### src/rtl/pipe_pkg.sv
// Shared fetch/decode pipeline types: the canonical NOP, the skid-buffer
// state encoding and the instruction/PC pair carried between stages.
package pipe_pkg;

    localparam logic [31:0] NOP_INSTR_RV32 = 32'h0000_0013;  // addi x0,x0,0

    localparam int unsigned IF_ID_ILEN = 32;
    localparam int unsigned IF_ID_XLEN = 32;

    typedef enum logic [1:0] {
        EMPTY = 2'd0,
        ONE   = 2'd1,
        FULL  = 2'd2
    } skid_state_e;

    typedef struct packed {
        logic [IF_ID_ILEN-1:0] instr;
        logic [IF_ID_XLEN-1:0] pc;
    } if_id_t;

endpackage

### src/rtl/sat_counter.sv
// Saturating up-counter for performance debug: counts enabled cycles and
// sticks at all-ones instead of wrapping.
module sat_counter #(
    parameter int unsigned W = 16
) (
    input  logic         clk,
    input  logic         rst,
    input  logic         en,
    output logic [W-1:0] count
);

    logic [W-1:0] r_count;

    // Synchronous active-low clear; increment only while below all-ones.
    always_ff @(posedge clk) begin
        if (!rst) begin
            r_count <= '0;
        end else if (en && (r_count != {W{1'b1}})) begin
            r_count <= r_count + 1'b1;
        end
    end

    assign count = r_count;

endmodule

### src/rtl/ir_skid_reg.sv
// Fetch-to-decode instruction/PC register with a two-entry skid buffer.
//
//   state | meaning
//   EMPTY | nothing held, main entry presents the NOP
//   ONE   | main entry holds a valid word
//   FULL  | main and skid entries both hold valid words (main is older)
//
// in_ready is decoded from the registered state only, so there is no
// combinational path from out_ready back to fetch.
module ir_skid_reg
    import pipe_pkg::*;
#(
    parameter int unsigned         XLEN      = 32,
    parameter int unsigned         ILEN      = 32,
    parameter logic [ILEN-1:0]     NOP_INSTR = ILEN'(NOP_INSTR_RV32),
    parameter int unsigned         CNT_W     = 16
) (
    input  logic             clk,
    input  logic             rst,
    input  logic             flush,
    input  logic             in_valid,
    output logic             in_ready,
    input  logic [ILEN-1:0]  in_instr,
    input  logic [XLEN-1:0]  in_pc,
    output logic             out_valid,
    input  logic             out_ready,
    output logic [ILEN-1:0]  out_instr,
    output logic [XLEN-1:0]  out_pc,
    output logic [CNT_W-1:0] stall_cnt,
    output logic [CNT_W-1:0] flush_cnt
);

    skid_state_e     r_state;
    skid_state_e     w_state_nxt;

    logic [ILEN-1:0] r_main_instr;
    logic [XLEN-1:0] r_main_pc;
    logic [ILEN-1:0] r_skid_instr;
    logic [XLEN-1:0] r_skid_pc;

    logic [ILEN-1:0] w_main_instr_nxt;
    logic [XLEN-1:0] w_main_pc_nxt;
    logic [ILEN-1:0] w_skid_instr_nxt;
    logic [XLEN-1:0] w_skid_pc_nxt;

    logic            w_in_fire;
    logic            w_out_fire;

    assign in_ready   = (r_state != FULL);
    assign out_valid  = (r_state != EMPTY);
    assign out_instr  = r_main_instr;
    assign out_pc     = r_main_pc;

    assign w_in_fire  = in_valid & in_ready;
    assign w_out_fire = out_valid & out_ready;

    // State and entry registers; reset presents the NOP at PC 0.
    always_ff @(posedge clk) begin
        if (!rst) begin
            r_state      <= EMPTY;
            r_main_instr <= NOP_INSTR;
            r_main_pc    <= '0;
            r_skid_instr <= NOP_INSTR;
            r_skid_pc    <= '0;
        end else begin
            r_state      <= w_state_nxt;
            r_main_instr <= w_main_instr_nxt;
            r_main_pc    <= w_main_pc_nxt;
            r_skid_instr <= w_skid_instr_nxt;
            r_skid_pc    <= w_skid_pc_nxt;
        end
    end

    // Next state and entry contents; flush overrides every handshake.
    always_comb begin
        w_state_nxt      = r_state;
        w_main_instr_nxt = r_main_instr;
        w_main_pc_nxt    = r_main_pc;
        w_skid_instr_nxt = r_skid_instr;
        w_skid_pc_nxt    = r_skid_pc;

        if (flush) begin
            // Incoming word is discarded and the skid entry is simply
            // abandoned; the PC is left as-is, only the instruction is killed.
            w_state_nxt      = EMPTY;
            w_main_instr_nxt = NOP_INSTR;
        end else begin
            unique case (r_state)
                EMPTY: begin
                    if (w_in_fire) begin
                        w_state_nxt      = ONE;
                        w_main_instr_nxt = in_instr;
                        w_main_pc_nxt    = in_pc;
                    end
                end
                ONE: begin
                    if (w_in_fire && w_out_fire) begin
                        w_main_instr_nxt = in_instr;
                        w_main_pc_nxt    = in_pc;
                    end else if (w_in_fire) begin
                        w_state_nxt      = FULL;
                        w_skid_instr_nxt = in_instr;
                        w_skid_pc_nxt    = in_pc;
                    end else if (w_out_fire) begin
                        w_state_nxt      = EMPTY;
                        w_main_instr_nxt = NOP_INSTR;
                    end
                end
                FULL: begin
                    // in_ready is low here, so only the drain can happen.
                    if (w_out_fire) begin
                        w_state_nxt      = ONE;
                        w_main_instr_nxt = r_skid_instr;
                        w_main_pc_nxt    = r_skid_pc;
                    end
                end
                default: begin
                    w_state_nxt      = EMPTY;
                    w_main_instr_nxt = NOP_INSTR;
                end
            endcase
        end
    end

    sat_counter #(.W(CNT_W)) u_stall_cnt (
        .clk   (clk),
        .rst   (rst),
        .en    (out_valid & ~out_ready),
        .count (stall_cnt)
    );

    sat_counter #(.W(CNT_W)) u_flush_cnt (
        .clk   (clk),
        .rst   (rst),
        .en    (flush),
        .count (flush_cnt)
    );

endmodule
### config.mk
export PLATFORM = sky130hd
export DESIGN_NAME = ir_skid_reg
export DESIGN_NICKNAME = d
export VERILOG_FILES = /design/src/rtl/pipe_pkg.sv /design/src/rtl/sat_counter.sv /design/src/rtl/ir_skid_reg.sv
export SDC_FILE = /design/constraint.sdc
export NUM_CORES = 1
export LEC_CHECK = 0
export CAP_MARGIN = 20
export CELL_PAD_IN_SITES_DETAIL_PLACEMENT = 0
export CELL_PAD_IN_SITES_GLOBAL_PLACEMENT = 1
export CORE_ASPECT_RATIO = 1.4
export CORE_MARGIN = 3
export CORE_UTILIZATION = 38
export DETAILED_ROUTE_END_ITERATION = 12
export HOLD_SLACK_MARGIN = 0.15
export PLACE_DENSITY_LB_ADDON = 0.15
export SLEW_MARGIN = 20
export SYNTH_ARGS = -nofsm -noshare
export SYNTH_HDL_FRONTEND = slang
export SYNTH_HIERARCHICAL = 1
export SYNTH_SLANG_ARGS = --single-unit
### constraint.sdc
create_clock -name clk -period 2.4 [get_ports clk]
set_input_delay 0.6 -clock clk [delete_from_list [all_inputs] [get_ports clk]]
set_output_delay 0.6 -clock clk [all_outputs]
set_load 0.01 [all_outputs]
; ---- Word level (Yosys, flattened, before mapping)
; Index checks and enable logic that the tools add are counted.
[word_totals]
in_bits = 69
ff_bits = 162
rom_bits = 0
ram_bits = 0
wordCells = 55
mem_count = 0
latchBits = 0
[classes]
magnitude_cmp = 0
n_mul = 0
n_eq_ne = 12
bitwise_logic = 7
reduce_logical = 11
shifts = 0
addsub = 2
n_mux = 16
div_mod_pow = 0
[ops]
columns = op, n
row1 = $mux W32, 8
row2 = $pmux W32 S3, 2
row3 = $add A16 B1 Y16 const B, 2
row4 = $ne A16 B16 Y1 const B, 2
row5 = $reduce_and A4 Y1, 3
row6 = $mux W2, 5
row7 = $ne A2 B2 Y1 const B, 5
row8 = $ne A3 B3 Y1 const B, 3
row9 = $pmux W2 S3, 1
row10 = $reduce_and A5 Y1, 1
row11 = $not A1 Y1, 4
row12 = $and A1 B1 Y1, 3
row13 = $logic_and A1 B1 Y1, 3
row14 = $reduce_bool A3 Y1, 1
row15 = $eq A2 B1 Y1 const B, 1
row16 = $eq A2 B2 Y1 const B, 1
row17 = $logic_not A2 Y1, 1
row18 = $reduce_bool A2 Y1, 1
row19 = $reduce_or A2 Y1, 1

; ---- Depth between registers and ports, before layout
[logic_depth]
word_depth = 6
depth_mapped = 8
ltp_nobuf = 6

; ---- By module
; Netlist, hierarchy kept.
[by_module_without_submodules]
columns = mod, area_each_um2, n_inst, cells_per_inst, seq_area_each_um2
row1 = ir_skid_reg, 5561.6, 1, 613, 2602.5
row2 = sat_counter, 837.1, 2, 97, 320.3

; ---- Worst setup path after synthesis
; No wires, ideal clock.
[synth_timing]
path_type = input to register
from = input port out_ready
to = register u_stall_cnt.r_count[7] (netlist: u_stall_cnt/count[7])
arrival_time_ps = 1885
n_path_buf = 1
stages = 5
path_slack_ps = 445
setup_time_ps = 71
required_ps = 2329
cell_sequence = clkbuf_1 -> nor2_1 -> nand2_1 -> or4_1 -> a21oi_1
[synth_between]
elab_chain_cells = 3
[synth_rtl]
columns = item, line_no
row1 = start: declaration, ir_skid_reg.sv:26  ; input logic out_ready,
row2 = $not A1 Y1, ir_skid_reg.sv:128  ; .en (out_valid & ~out_ready),
row3 = $and A1 B1 Y1, ir_skid_reg.sv:128
row4 = $logic_and A1 B1 Y1, sat_counter.sv:18  ; end else if (en && (r_count != {W{1'b1}})) begin
row5 = end signal: assignment, sat_counter.sv:19  ; r_count <= r_count + 1'b1;
row6 = end: declaration, sat_counter.sv:12  ; logic [W-1:0] r_count;
; Every way passes these cells.
; A chain may end at the register's enable or synchronous reset.

; ---- Worst setup path in the final report
[layout_timing]
from = register r_state[0]
to = output port out_valid
[layout_between]
elab_chain_cells = 1
[layout_rtl]
columns = item, line_no
row1 = start: declaration, ir_skid_reg.sv:33  ; skid_state_e r_state;
row2 = start signal: assignment, ir_skid_reg.sv:66  ; r_state <= w_state_nxt;
row3 = $reduce_bool A2 Y1, ir_skid_reg.sv:50  ; assign out_valid = (r_state != EMPTY);
row4 = end: declaration, ir_skid_reg.sv:25  ; output logic out_valid,
; Every way passes these cells.

==> out/metrics.csv <==
metric,value,unit
hold_buffers,0,
cts_setup_buffers,0,
remaining_drc_errors,0,
reg2reg_depth,7,
syn_area_per_cell,8.97,sq um
stdcell_count,1216,
drive_above_1_share,11.2,%
grt_pass1_wl,32400,um
die_h,169,um
synth_nets,878,
drt_first_pass_iters,5,
die_w,123,um
grt_use_total,19.3,%
fmax,444,MHz
cellLeakagePower,3.36,nW
worstReg2RegStart,r_state[1]$_SDFFE_PP0P_,
rows,59,
wl,20000,um
ys_ff_latch,162,
dr_total_vias,6595,
dpl.cell_count,1185,
critPathArrivalTime,1650,ps
startpoint_type,flop,
synthCells,807,
cp_slowest_stage_delay,490,ps
setup-violations-final,0,
grt_antenna_before_repair,1,
timing.critical_path.buf_inv,2,
final.period_utilization,93.8,%
crit_path_cell_trace,nor2_1 > inv_1 > clkdlybuf4s50_1,
cts_tree,built,
grt.overflow.total,0,
ys_warn_count,6,
maxCapViolations,0,
synth_edf_count,0,
rsz0062_at_grt,no,
gp_congestion,0.774,
area_delta_synth_final,34.4,%
dieArea,20800,sq um
clockBufferDepth,2,
cpMaxStageDelayCell,clkdlybuf4s50_1,
antenna_cells,0,
clk_latency,420,ps
maxSlewHeadroom,58.9,%
yosysUniqueCellTypes,54,
slew_violations,0,
cts-root-buf,clkbuf_16,
worstMarginPinSlew,608,ps
async_flop_share,0,%
fin_area,9720,sq um
min_path_type,reg -> reg,
place_area,9110,sq um
critPathRequiredTime,1800,ps
num-nets-final,1031,
cts.sinks,162,
final.min_clock_period,2250,ps
power.density,642,nW/um^2
start_util,38.7,%
ant_nets,0,
boundaryPins,167,
crit_fanout,5,
cp-end-kind,primary output,
min_from,r_skid_pc[29]$_SDFFE_PN0P_,
final_common_cell,nand2_1,
r2r_slack,630,ps
cts_resized,0,
outcome,finished clean,
synth_ff_type,dfxtp_1,
finalHoldViolations,0,
hold_depth,2,
finalClockSkew,13.2,ps
grt_pass1_vias,6424,
ir_drop,0.448,mV
yosysSeqAreaShare,44.8,%
hpwl,13400,um
viasPerCell,5.42,
cts_max_level,4,
io_buffer_count,166,
final_cell_mix,"nand2_1 (189), clkdlybuf4s50_1 (164), dfxtp_1 (162)",
rr_endpoint,out_instr[30]$_SDFFE_PP0P_,
cts_made_buffers,17,
syn_area,7240,sq um
path_clk_slew,60,ps
power.total,6.24,mW
cp_top_family,buffers and inverters,
drt_iter0_drc,408,
grt_max_degree,66,
hold_end,r_skid_pc[29]$_SDFFE_PN0P_,
wl_per_cell,16.5,um
core-area,18700,sq um
path_class,reg -> out,
==> registers in the layout (all words and copies together) (netlist names) <==
register / cells
out_instr: 32
r_skid_instr: 32
u_flush_cnt/count: 16
u_stall_cnt/count: 16
out_pc: 32
r_skid_pc: 32
r_state: 2
==> how the worst max path moves through the flow <==
stage	start	to	slack, ps	cells past startpoint
after global routing	r_state[0]$_SDFFE_PP0P_	out_valid	50	3
after detailed placement	out_ready	u_stall_cnt/count[7]$_SDFFE_PN0P_	-60	7
final	r_state[0]$_SDFFE_PP0P_	out_valid	150	3
after global placement	out_ready	u_stall_cnt/count[13]$_SDFFE_PN0P_	10	7
after floorplan	out_ready	u_stall_cnt/count[7]$_SDFFE_PN0P_	440	5
after CTS	r_state[0]$_SDFFE_PP0P_	out_valid	100	3
==> layout make-up <==
| class | instances | area [sq um] |
|---|---|---|
| clock buffers | 17 | 425 |
| clock inverters | 14 | 190 |
| fillers | 1713 | 8950 |
| inverters | 9 | 33.8 |
| multi-input cells | 574 | 3580 |
| flip-flops and latches | 162 | 3240 |
| well taps | 244 | 305 |
| repair buffers | 196 | 1940 |
==> metal layers <==
layer  part of all wire (%)  routed length, um  global-route usage, %
met5                  0.065                 13                      0
met4                    1.4                281                   5.65
met3                    4.9                988                   4.43
met2                     51              10200                   33.8
met1                     42               8510                   23.3
==> logic make-up after synthesis <==
group,share of synthesized area [%]
AO/OA/AOI/OAI,23.4
AND/OR/NAND/NOR,19.2
adder cells (fa/ha/maj),0.346
multiplexers,6.02
flip-flops,44.8
XOR/XNOR,0.484
buffers and inverters,5.71
==> cell usage after synthesis (all sizes together) (3+ instances only) <==
cell / instances / area, sq um
a21oi: 21 / 109
nor3: 5 / 36.3
o31ai: 10 / 75.1
nand3: 18 / 90.1
o211ai: 34 / 255
a31oi: 3 / 18.8
a21o: 3 / 22.5
nand2: 189 / 709
nand2b: 10 / 62.6
o2bb2ai: 29 / 254
or3: 7 / 53.8
o21ai: 40 / 200
a22oi: 28 / 210
and4: 6 / 52.6
buf: 33 / 270
dfxtp: 162 / 3240
inv: 9 / 33.8
a21boi: 61 / 458
nor2: 14 / 52.6
clkbuf: 29 / 109
mux2: 33 / 375
or4: 10 / 75.1
nand4: 11 / 98.8
mux2i: 6 / 60.1
nor4: 8 / 62.6
==> through the flow <==
stage | hold slack (ps) | TNS (ps) | setup slack [ps] | util [%]
2_1_floorplan | 433 | 0 | 445 | -
5_1_grt | 472 | 0 | 54.9 | 52.1
4_1_cts | 455 | 0 | 96.4 | 52.1
3_5_place_dp | 446 | -312 | -60.4 | 48.8
6_report | 451 | 0 | 148 | 52.1
3_3_place_gp | 439 | 0 | 10.4 | 48.8
==> report_power, final <==
part / internal [mW] / total (mW) / switching (mW)
Clock: 1.67 / 2.87 / 1.20
Sequential: 2.75 / 2.79 / 0.0419
Combinational: 0.307 / 0.576 / 0.270
==> worst register-to-register path: cells and delay by family (launching register included) <==
family / cells / cell delay [ps]
AO/OA/AOI/OAI: 2 / 300
flip-flops: 1 / 310
AND/OR/NAND/NOR: 2 / 290
buffers and inverters: 3 / 770
Power figures use the tool's default switching activity.
